--- src/rtl/light_pkg.sv ---
// Shared definitions for the traffic-light controller and its monitor.
package light_pkg;

  typedef enum logic [1:0] {
    PH_SYNC  = 2'd0,
    PH_RED   = 2'd1,
    PH_GREEN = 2'd2,
    PH_BLUE  = 2'd3
  } phase_t;

  // Active-low RGB light codes
  localparam logic [2:0] LED_RED   = 3'b101;
  localparam logic [2:0] LED_GREEN = 3'b110;
  localparam logic [2:0] LED_BLUE  = 3'b011;

  localparam int unsigned DEF_RED_TICKS   = 540000000;
  localparam int unsigned DEF_GREEN_TICKS = 135000000;
  localparam int unsigned DEF_BLUE_TICKS  = 54000000;
  localparam int unsigned DEF_TOL         = 16;

  // Undefined codes map to PH_SYNC, which is never a light code itself
  function automatic phase_t decode_led(input logic [2:0] code);
    case (code)
      LED_RED:   return PH_RED;
      LED_GREEN: return PH_GREEN;
      LED_BLUE:  return PH_BLUE;
      default:   return PH_SYNC;
    endcase
  endfunction

  function automatic phase_t next_phase(input phase_t p);
    case (p)
      PH_RED:   return PH_GREEN;
      PH_GREEN: return PH_BLUE;
      PH_BLUE:  return PH_RED;
      default:  return PH_SYNC;
    endcase
  endfunction

endpackage

--- src/rtl/led_sync.sv ---
// Two-flop synchronizer for the 3-bit asynchronous LED code.
module led_sync (
  input  logic       clk,
  input  logic       rst_n,
  input  logic [2:0] d,
  output logic [2:0] q
);

  logic [2:0] s1;

  // Both stages reset to "all lights off"
  always_ff @(posedge clk or negedge rst_n) begin
    if (!rst_n) begin
      s1 <= '1;
      q  <= '1;
    end else begin
      s1 <= d;
      q  <= s1;
    end
  end

endmodule

--- src/rtl/light_monitor.sv ---
// Watches a traffic-light LED code and checks phase order and dwell times.
module light_monitor
  import light_pkg::*;
#(
  parameter int unsigned RED_TICKS   = DEF_RED_TICKS,
  parameter int unsigned GREEN_TICKS = DEF_GREEN_TICKS,
  parameter int unsigned BLUE_TICKS  = DEF_BLUE_TICKS,
  parameter int unsigned TOL         = DEF_TOL
) (
  input  logic        sys_clk,
  input  logic        sys_rst_n,
  input  logic [2:0]  led_in,
  input  logic        clr_err,
  output logic [1:0]  phase,
  output logic        seq_err,
  output logic        time_err,
  output logic        inv_err,
  output logic [2:0]  err_flags,
  output logic [15:0] cycle_cnt
);

  localparam logic [31:0] RED_LO   = RED_TICKS - TOL;
  localparam logic [31:0] RED_HI   = RED_TICKS + TOL;
  localparam logic [31:0] GREEN_LO = GREEN_TICKS - TOL;
  localparam logic [31:0] GREEN_HI = GREEN_TICKS + TOL;
  localparam logic [31:0] BLUE_LO  = BLUE_TICKS - TOL;
  localparam logic [31:0] BLUE_HI  = BLUE_TICKS + TOL;

  logic [2:0]  s2;
  phase_t      dec_q;
  phase_t      state, state_nxt;
  logic [31:0] dwell, dwell_nxt;
  logic        checked, checked_nxt;
  logic        run_ok, run_ok_nxt;
  logic        seq_nxt, time_nxt, inv_nxt;
  logic [2:0]  flags_nxt;
  logic [15:0] cnt_nxt;
  logic [31:0] lo, hi;

  led_sync u_sync (
    .clk   (sys_clk),
    .rst_n (sys_rst_n),
    .d     (led_in),
    .q     (s2)
  );

  assign phase = state;

  // Registered decode stage, then FSM state, dwell and all outputs
  always_ff @(posedge sys_clk or negedge sys_rst_n) begin
    if (!sys_rst_n) begin
      dec_q     <= PH_SYNC;
      state     <= PH_SYNC;
      dwell     <= '0;
      checked   <= 1'b0;
      run_ok    <= 1'b0;
      seq_err   <= 1'b0;
      time_err  <= 1'b0;
      inv_err   <= 1'b0;
      err_flags <= '0;
      cycle_cnt <= '0;
    end else begin
      dec_q     <= decode_led(s2);
      state     <= state_nxt;
      dwell     <= dwell_nxt;
      checked   <= checked_nxt;
      run_ok    <= run_ok_nxt;
      seq_err   <= seq_nxt;
      time_err  <= time_nxt;
      inv_err   <= inv_nxt;
      err_flags <= flags_nxt;
      cycle_cnt <= cnt_nxt;
    end
  end

  // Next phase, dwell tracking, error detection and clean-cycle counting
  always_comb begin
    state_nxt   = state;
    dwell_nxt   = dwell;
    checked_nxt = checked;
    run_ok_nxt  = run_ok;
    seq_nxt     = 1'b0;
    time_nxt    = 1'b0;
    inv_nxt     = 1'b0;
    cnt_nxt     = cycle_cnt;
    lo          = '0;
    hi          = '0;

    case (state)
      PH_RED:   begin lo = RED_LO;   hi = RED_HI;   end
      PH_GREEN: begin lo = GREEN_LO; hi = GREEN_HI; end
      PH_BLUE:  begin lo = BLUE_LO;  hi = BLUE_HI;  end
      default:  begin lo = '0;       hi = '0;       end
    endcase

    if (dec_q == PH_SYNC) begin
      inv_nxt    = (state != PH_SYNC);
      state_nxt  = PH_SYNC;
      run_ok_nxt = 1'b0;
    end else if (state == PH_SYNC) begin
      state_nxt   = dec_q;
      dwell_nxt   = 32'd1;
      checked_nxt = 1'b0;
      run_ok_nxt  = 1'b0;
    end else if (dec_q == state) begin
      if (dwell != '1)
        dwell_nxt = dwell + 32'd1;
      if (checked && dwell == hi) begin
        time_nxt   = 1'b1;
        run_ok_nxt = 1'b0;
      end
    end else begin
      seq_nxt  = (dec_q != next_phase(state));
      // Dwell grows by one per cycle, so any dwell above hi already got the
      // stuck-light pulse on its way through hi+1; only the low bound remains.
      time_nxt = checked && (dwell < lo);
      if (state == PH_BLUE && dec_q == PH_RED && run_ok && !time_nxt)
        cnt_nxt = cycle_cnt + 16'd1;
      if (dec_q == PH_RED)
        run_ok_nxt = (state == PH_BLUE);
      else
        run_ok_nxt = run_ok && !seq_nxt && !time_nxt;
      state_nxt   = dec_q;
      dwell_nxt   = 32'd1;
      checked_nxt = 1'b1;
    end

    flags_nxt = (clr_err ? 3'b000 : err_flags) | {inv_nxt, time_nxt, seq_nxt};
  end

endmodule

--- config.mk ---
export PLATFORM = sky130hd
export DESIGN_NAME = light_monitor
export DESIGN_NICKNAME = d
export VERILOG_FILES = /design/src/rtl/light_pkg.sv /design/src/rtl/led_sync.sv /design/src/rtl/light_monitor.sv
export SDC_FILE = /design/constraint.sdc
export NUM_CORES = 1
export LEC_CHECK = 0
export ABC_AREA = 1
export BUFFER_PORTS_ARGS = -buffer_cell sky130_fd_sc_hd__buf_2
export CORE_ASPECT_RATIO = 2
export CORE_MARGIN = 8
export CORE_UTILIZATION = 55
export DETAILED_ROUTE_END_ITERATION = 10
export PLACE_DENSITY = 0.76
export SYNTH_ARGS = -nofsm -noshare
export SYNTH_HDL_FRONTEND = slang
export SYNTH_SLANG_ARGS = --single-unit
--- constraint.sdc ---
create_clock -name sys_clk -period 2.3 [get_ports sys_clk]
set_input_delay 0.46 -clock sys_clk [delete_from_list [all_inputs] [get_ports sys_clk]]
set_output_delay 0.46 -clock sys_clk [all_outputs]
set_load 0.005 [all_outputs]
### Word level (Yosys, flattened, before mapping)

Cells that the tools add are included.

* add/sub/neg operators: 2
* bitwise operators: 4
* order comparisons: 1
* reduce and logical (&&, ||, !) cells: 15
* eq/ne operators: 15
* multiplexer cells: 29

Operator list (number)
* 30-bit case mux with 3 select lines: 2
* 32-bit two-way mux: 3
* 32-bit by 1-bit adder with 32-bit output, second input constant: 1
* 32-bit equality test: 1
* 32-bit < comparator: 1
* 32-bit != test, second input constant: 1
* 16-bit by 1-bit adder with 16-bit output, second input constant: 1
* 1-bit two-way mux: 15
* 2-bit two-way mux: 6
* 2-bit case mux with 3 select lines: 2
* 1-bit logical AND: 7
* 3-bit equality test, second input constant: 2
* 2-bit by 1-bit equality test with 1-bit output, second input constant: 2
* 2-bit equality test, second input constant: 2
* 2-bit logical NOT: 2
* 4-bit by 3-bit != test with 1-bit output, second input constant: 1
* 2-bit AND reduction: 2
* 4-bit AND reduction: 1
* 3-bit by 2-bit equality test with 1-bit output, second input constant: 1
* 3-bit two-way mux: 1
* 3-bit by 2-bit != test with 1-bit output, second input constant: 1
* 3-bit != test, second input constant: 1
* 1-bit NOT: 3
* 3-bit OR: 1
* other kinds (5): 6

* bits of input ports: 6
* bits in registers: 66
* logic and storage cells: 78
* output and inout port bits: 24

### Logic depth before layout (Yosys ltp)

Gate-level depths: netlist (run 1).

* word-level depth: 13
* gate-level depth with buffers: 20
* gate-level depth less buffers: 17

### By module

From an unflattened synthesis (run 1), not the netlist that was laid out.

* cell total of the unflattened synthesis: 622
* area, all modules: 4469.3 µm²

Modules (own cells, without submodules)
* light_monitor: instances 1, seq. area each 1501.4 µm², area each 4311.6 µm², cells an instance 616
* led_sync: instances 1, seq. area each 157.7 µm², area each 157.7 µm², cells an instance 6

### Least setup slack after synthesis (run 1)

OpenSTA, ideal clock, no wires.

* kind: register to register
* start point: register state[0] (netlist: phase[0])
* end point: register cycle_cnt[10]
* data required time: 2.183 ns
* clock period less this slack: 2.455 ns
* setup time: 0.117 ns
* stages on the path, launching flop included: 20
* path slack: -0.155 ns
* arrival: 2.338 ns
* buffers on the path: 4
* cells stage by stage: dfrtp_1 > inv_1 > ha_1 > inv_2 > buf_6 > clkbuf_1 > ha_1 > inv_1 > nand2_1 > nand2_1 > nand3b_1 > nand2_1 > nand2_1 > nand3_1 > nand2_1 > nand2_2 > buf_6 > buf_6 > nand4_1 > nand2_1

* word-level cells in the longest chain between the ends: 7
* elaborated cells between the ends (all ways): 15
* those cells by class: order compare (1); eq/ne (4); mux (1); bitwise (2); reduce/logical (7)

RTL lines
* start: declaration: RTL line light_monitor.sv:31 `phase_t state, state_nxt;`
* start signal: assignment: RTL line light_monitor.sv:64 `state <= state_nxt;`
* 2-bit equality test, or another cell as far along: RTL line light_monitor.sv:89, light_monitor.sv:117
* 30-bit case mux with 3 select lines: RTL line light_monitor.sv:89 `case (state)`
* 32-bit < comparator: RTL line light_monitor.sv:116 `time_nxt = checked && (dwell < lo);`
* 1-bit logical AND: RTL line light_monitor.sv:116
* 1-bit logical NOT: RTL line light_monitor.sv:117 `if (state == PH_BLUE && dec_q == PH_RED && run_ok && !time_nxt)`
* 1-bit logical AND: RTL line light_monitor.sv:117
* 4-bit AND reduction (no source line) (*)
* end signal: assignment: RTL line light_monitor.sv:72 `cycle_cnt <= cnt_nxt;`
* end: declaration: RTL line light_monitor.sv:19 `output logic [15:0] cycle_cnt`

Every way passes the cells marked *; elsewhere a longest branch is shown, timed or not.
A chain may end at the register's enable or synchronous reset.

### Worst setup path in the final report (run 1)

* start point: register state[0] (netlist: phase[0])
* end point: register cycle_cnt[6]

The elaborated chain is that of the path after synthesis.

==> results_dict.tcl, run 1 <==
set metrics [dict create \
    status "finished with violations" \
    violations "negative setup slack" \
    dr.pass1.iters 5 \
    syn-instance-count 624 \
    rsz0062_at_grt "yes" \
    die_w_um 80.2 \
    first_iter_violations 444 \
    dp.cells 758 \
    yosys_warnings 0 \
    hpwl_um 9020 \
    cts_buffer_depth 2 \
    fin_nets 706 \
    routed_via_density 5.76 \
    synth_mux_area_share_pct 0 \
    overflow 0 \
    p_leak_uw 0.00256 \
    syn_area_mm2 0.00453 \
    crit_arrival_ps 2600 \
    gp_congestion 0.959 \
    rr_worst_depth 13 \
    place_area_mm2 0.00485 \
    synth_compound_area_share_pct 5.47 \
    synth_fa_ha_area_share_pct 6.63 \
    syn_to_final_growth_pct 21.1 \
    layout-drive-gt1-share_pct 21.1 \
    post_synth_num_cell_types 38 \
    antenna_found_initial 0 \
    synth-xor-area-share_pct 6.38 \
    clock.fmax_mhz 431 \
    htreeDepth 3 \
    cp-end-kind "flop" \
    totalWireLength_um 13000 \
    core_area_mm2 0.00812 \
    crit_chain "inv_4 -> ha_4 -> inv_1 -> ha_4 -> nand2_1 -> nor2_2 -> nand3_2 -> a21oi_2 -> nor2_4 -> nand2_4 -> buf_4 -> nand4_1 -> nand2_2" \
    synth_top_family_by_area "simple AND/OR/NAND/NOR gates" \
    cts_buffers 9 \
    critPathKind "flop to flop" \
    final-max-slew-violation-count 0 \
    setup_viol 2 \
    num_rows 47 \
    synth_seq_area_share_pct 36.6 \
    io_buffers 29 \
    critical_path_required_ps 2580 \
    detail-route-antenna-nets 0 \
    slowest_stage "dfrtp_2" \
    grt_pass1_vias 4240 \
    tritoncts "done" \
    min_period_over_period_pct 101 \
    path_depth 13 \
    dieHeight_um 144 \
    final_cells 779 \
    fill_cells 670 \
    start_kind "flop" \
    grt_pass1_wl_um 20500 \
    cpLargestDelayFamily "simple AND/OR/NAND/NOR gates" \
    hold_viol_final 0 \
    irDropWorstVdd_mv 0.543 \
    ios 30 \
    synth-simple-area-share_pct 36.4 \
    dieArea_mm2 0.0116 \
    avgSynthCellArea_um2 7.26 \
    worst_path_most_repeated_cell "ha_4" \
    worstMarginPinSlew_ps 578 \
    ys.flop_type "dfrtp_1" \
    clock_latency_ps 340 \
    clk_pin_slew_ps 60 \
    clock_skew_ps 6.59 \
    holdWs_ps 102 \
    grt.total_usage_pct 22.8 \
    cts-root-buf "clkbuf_16" \
    dr_total_vias 4484 \
    fin_area_mm2 0.00549 \
    max_stage_delay_ps 450 \
    start_util_pct 55.8 \
    hp-class "input port to async pin" \
    drc 0 \
    ys_ff_latch 66 \
    synth_edf_count 0 \
    routedWlPerCell_um 16.7 \
    finalCriticalPeriod_ps 2320 \
    critPathMaxFanout 8 \
    path_buf_inv 3 \
    fin_ws_ps -20.9 \
    antenna_cells 0 \
    cap_violations 0 \
    power_density_mw_per_mm2 604 \
    maxSlewHeadroom_pct 61.4 \
    clkSinkCount 66 \
    grt_max_degree 47 \
    synthArstFlopShare_pct 100 \
    synth.net_count 654 \
]
==> area by class of cell <==
cell class / instances / area (µm²) / area share [%]
clock buffers: 9 / 225 / 4.11
clock inverters: 7 / 92.6 / 1.69
inverters: 68 / 278 / 5.06
multi-input cells: 474 / 2740 / 49.9
flip-flops and latches: 66 / 1660 / 30.3
well taps: 98 / 123 / 2.24
repair buffers: 57 / 368 / 6.71
==> placed cells by master, fill, tap and decap left out, types with 8 or more instances in the layout <==
| cell | count |
|---|---|
| a21oi_1 | 8 |
| buf_2 | 30 |
| buf_4 | 23 |
| clkbuf_16 | 9 |
| dfrtp_1 | 58 |
| ha_1 | 14 |
| ha_4 | 9 |
| inv_1 | 57 |
| nand2_1 | 167 |
| nand2_2 | 13 |
| nand3_1 | 37 |
| nand3_2 | 8 |
| nand4_1 | 30 |
| nor2_1 | 69 |
| nor3_1 | 20 |
| o21ai_0 | 21 |
| xnor2_1 | 9 |
| xor2_1 | 24 |
==> cell usage after synthesis (all sizes together) (4+ instances only) <==
cell type	number	area share, %
clkbuf	5	0.41
xor2	24	4.6
nor3	23	3.0
nand3	46	5.4
nand2	182	15
buf	12	2.4
nand3b	4	0.66
inv	67	5.6
o21ai	28	3.1
ha	24	6.6
xnor2	9	1.7
nor2	78	6.6
dfrtp	60	33
nand4	30	4.1
dfstp	6	3.5
a21oi	12	1.4
==> metal layers <==
metal / track usage, % / up-vias / wire, µm
li1: - / 2146 / -
met1: 27.8 / 2080 / 5150
met2: 35.8 / 213 / 6430
met3: 4.11 / 45 / 913
met4: 14.1 / 0 / 506
met5: 0 / - / 0
==> cell families after synthesis <==
group | count (synthesis)
buffers and inverters | 85
adder cells (fa/ha/maj) | 24
AO/OA/AOI/OAI | 46
flip-flops | 66
AND/OR/NAND/NOR | 370
XOR/XNOR | 33
==> sequential cells by signal (all words and copies together), names as in the netlist, 2 cells and up <==
name / count
phase: 2
u_sync.s1: 3
dwell: 32
dec_q: 2
u_sync.q: 3
cycle_cnt: 16
err_flags: 3
==> metrics by stage <==
step	setup TNS, ps	total power (µW)	util, %	setup slack [ps]
2_1_floorplan	0	1570	-	22.3
3_3_place_gp	-142	1750	59.8	-13.4
3_5_place_dp	-2400	1750	59.8	-184
4_1_cts	0	3250	64.4	1.62
5_1_grt	-1450	3440	67.6	-143
6_report	-26.2	3310	67.6	-20.9
==> where the power goes <==
group,switching [µW],internal [µW],total [µW]
registers,36.7,1210,1250
logic,383,214,597
clock network,523,947,1470
total,943,2370,3310
==> path summary, 6_finish.rpt <==
kind,from,slack [ps],endpoint
max in group asynchronous,sys_rst_n,1650,phase[1]
hold / removal,sys_rst_n,100,dwell[12]
setup reg to reg,phase[0],-20,cycle_cnt[6]
setup / recovery,phase[0],-20,cycle_cnt[6]
min in group sys_clk,led_in[0],210,u_sync.s1[0]
hold reg to reg,u_sync.s1[2],360,u_sync.q[2]
==> repair_timing <==
action / CTS / global route
setup buffers: 0 / 3
gates cloned: 1 / 1
endpoints found under the setup margin: 18 / 36
hold buffers: 0 / 0
pin swaps: 1 / 16
resized for setup: 10 / 54
No activity file was read; power rests on OpenSTA's default activity.
==> run 2: changes to the inputs <==
- BUFFER_PORTS_ARGS: -buffer_cell sky130_fd_sc_hd__buf_2 -> -buffer_cell sky130_fd_sc_hd__buf_4
- SYNTH_HIERARCHICAL: default -> 1
==> run 2 against run 1 <==
Effect of this change: the flow still finishes with violations (negative setup slack); register-to-register slack better by 20 ps; final cell count is 1.2% lower; highest routed layer unchanged; critical path type unchanged; power down 8.5%; largest power group unchanged; fmax is 0.69% higher; flip-flop and latch count is the same; critical path depth up 2; via count shrank 4.3%; non-clock buffer count is 7 lower; synthesized cell count is 0.32% lower.
==> results_dict.tcl, run 2 <==
set metrics [dict create \
    clkSinkCount 66 \
    grt_max_degree 67 \
    ys.flop_type "dfrtp_1" \
    final.setup.tns_ps -8.05 \
    irDropWorstVdd_mv 0.579 \
    dr_total_vias 4292 \
    clock.fmax_mhz 434 \
    cts_buffers 9 \
    top_register "dwell" \
    hp-class "input port to async pin" \
    clock_latency_ps 350 \
    seqPwrFrac_pct 41.1 \
    cp-end-kind "flop" \
    dieArea_mm2 0.0114 \
    synthTopCellsByCount "nand2_1 (188), nor2_1 (79), inv_1 (69), dfrtp_1 (60), nand3_1 (40)" \
    synth_edf_count 0 \
    start_util_pct 56.7 \
    internal_power_uw 2110 \
    place_area_mm2 0.00486 \
    grt.total_usage_pct 23.6 \
    dr.pass1.iters 5 \
    ios 30 \
    crit_arrival_ps 2540 \
    final-max-slew-violation-count 0 \
    violations "negative setup slack" \
    drc 0 \
    synth.net_count 652 \
    die_w_um 79.7 \
    clock_skew_ps 9.80 \
    synth_top_area_share_pct 33.6 \
    dieHeight_um 143 \
    setup_viol 2 \
    yosys_warnings 6 \
    syn_area_mm2 0.00447 \
    hold_viol_final 0 \
    antenna_found_initial 0 \
    fill_cells 685 \
    overflow 0 \
    startpoint "phase[0]" \
    fin_nets 699 \
    holdBufCountCts 0 \
    pwr-share-clk_pct 44.3 \
    start_kind "flop" \
    totalWireLength_um 12900 \
    comb_power_share_pct 14.6 \
    mostFrequentLayoutCell "nand2_1" \
    cts-root-buf "clkbuf_16" \
    max_stage_delay_ps 380 \
    critPathMaxFanout 13 \
    ys_ff_latch 66 \
    synthArstFlopShare_pct 100 \
    maxSlewHeadroom_pct 43.8 \
    min_period_over_period_pct 100 \
    first_iter_violations 338 \
    finalCriticalPeriod_ps 2310 \
    switching_share_pct 30.3 \
    largest_reg_flops 32 \
    grt_pass1_vias 4426 \
    synth_seq_area_share_pct 37.1 \
    hpwl_um 9900 \
    worst_path_most_repeated_cell "nand2_1" \
    worstMarginPinSlew_ps 843 \
    routedWlPerCell_um 16.8 \
    p_leak_uw 0.00253 \
    reg.largest.list "dwell: 32 flops, cycle_cnt: 16 flops" \
    layout-drive-gt1-share_pct 18.1 \
    final_cell_mix "nand2_1 (180), nor2_1 (78), inv_1 (66), dfrtp_1 (59), buf_4 (48)" \
    post_synth_num_cell_types 37 \
    routed_via_density 5.57 \
    htreeDepth 3 \
    fin_ws_ps -5.09 \
    grt_pass1_wl_um 20900 \
    io_buffers 29 \
    tritoncts "done" \
    synth_top_cell_by_area "dfrtp_1" \
    power_density_mw_per_mm2 575 \
    num_rows 46 \
    p_sw_uw 920 \
    synth.most_common_cell "nand2_1" \
    antenna_cells 0 \
    cap_violations 0 \
    dp.cells 751 \
    core_area_mm2 0.00789 \
    cts_buffer_depth 2 \
    final_cells 770 \
    syn-instance-count 622 \
    clk_pin_slew_ps 60 \
    status "finished with violations" \
    final_util_pct 66.9 \
    regToRegStartpoint "phase[0]" \
    detail-route-antenna-nets 0 \
    gp_congestion 1.02 \
    rsz0062_at_grt "yes" \
    critical_path_required_ps 2530 \
    crit_chain "inv_2 -> ha_4 -> clkinvlp_4 -> ha_4 -> nand2_1 -> nand3b_1 -> nor2_1 -> nand2_1 -> nand3_1 -> nand2_1 -> nand2_2 -> nand2_4 -> buf_12 -> nand2_1 -> nand2_1" \
    fin_area_mm2 0.00527 \
    syn_to_final_growth_pct 18.0 \
    yosys-top-cells-area "dfrtp_1 (34%), nand2_1 (16%), ha_1 (6.7%), nor2_1 (6.6%), inv_1 (5.8%)" \
    slowest_stage "dfrtp_1" \
    avgSynthCellArea_um2 7.19 \
    critPathKind "flop to flop" \
]
-- run 2: power by group through the flow --
stage	combinational (µW)	sequential, µW	clock, µW
after floorplan	254	1260	0
after global placement	398	1260	0
after detailed placement	409	1270	0
after CTS	415	1250	1340
after global routing	490	1250	1400
final	441	1250	1340
-- run 2: cell families after synthesis --
| logic type | Yosys count | share of synthesized area (%) |
|---|---|---|
| AND/OR/NAND/NOR | 370 | 36.7 |
| buffers and inverters | 87 | 8.20 |
| flip-flops | 66 | 37.1 |
| AO/OA/AOI/OAI | 46 | 5.54 |
| XOR/XNOR | 29 | 5.68 |
| adder cells (fa/ha/maj) | 24 | 6.72 |
-- run 2: worst paths after layout --
path	to	slack (ps)	cells after the start
max in group asynchronous	phase[1]	1510	1
setup reg to reg	cycle_cnt[7]	-5	15
min in group sys_clk	u_sync/s1[0]	220	1
hold / removal	err_flags[0]	220	1
setup / recovery	cycle_cnt[7]	-5	15
hold reg to reg	u_sync/q[2]	360	0
-- run 2: layout make-up --
cell class,count,area (µm²),area share [%]
inverters,73,283,5.36
repair buffers,50,392,7.43
multi-input cells,469,2530,48.1
clock inverters,7,58.8,1.12
clock buffers,9,225,4.27
flip-flops and latches,66,1660,31.5
well taps,96,120,2.28
-- run 2: through the flow --
step / hold WS [ps] / worst slack [ps] / power, µW
finish: 217 / -5.09 / 3030
global route: 214 / -135 / 3140
CTS: 219 / 15.1 / 3000
detailed placement: 349 / -30.7 / 1680
global placement: 348 / 2.85 / 1660
floorplan: 164 / 40.7 / 1520
-- run 2: worst max-delay path: cells and delay by family, from the launching register on --
kind	cells	cell delay (ps)
simple gates	10	810
buf+inv	3	400
fa+ha+maj	2	600
flops	1	380
-- run 2: what timing repair did --
item,CTS,global route
pin swaps,0,3
gates resized for setup,4,20
endpoints found under the setup margin,16,21
gates cloned,0,0
buffers inserted,0,3
-- run 2: metal layers --
metal	vias to the layer above	routed length (µm)	global-route usage [%]
met1	2037	4580	22.2
met4	0	735	16.5
met3	51	463	4.38
li1	2078	-	-
met5	-	0	0
met2	126	7140	43.5
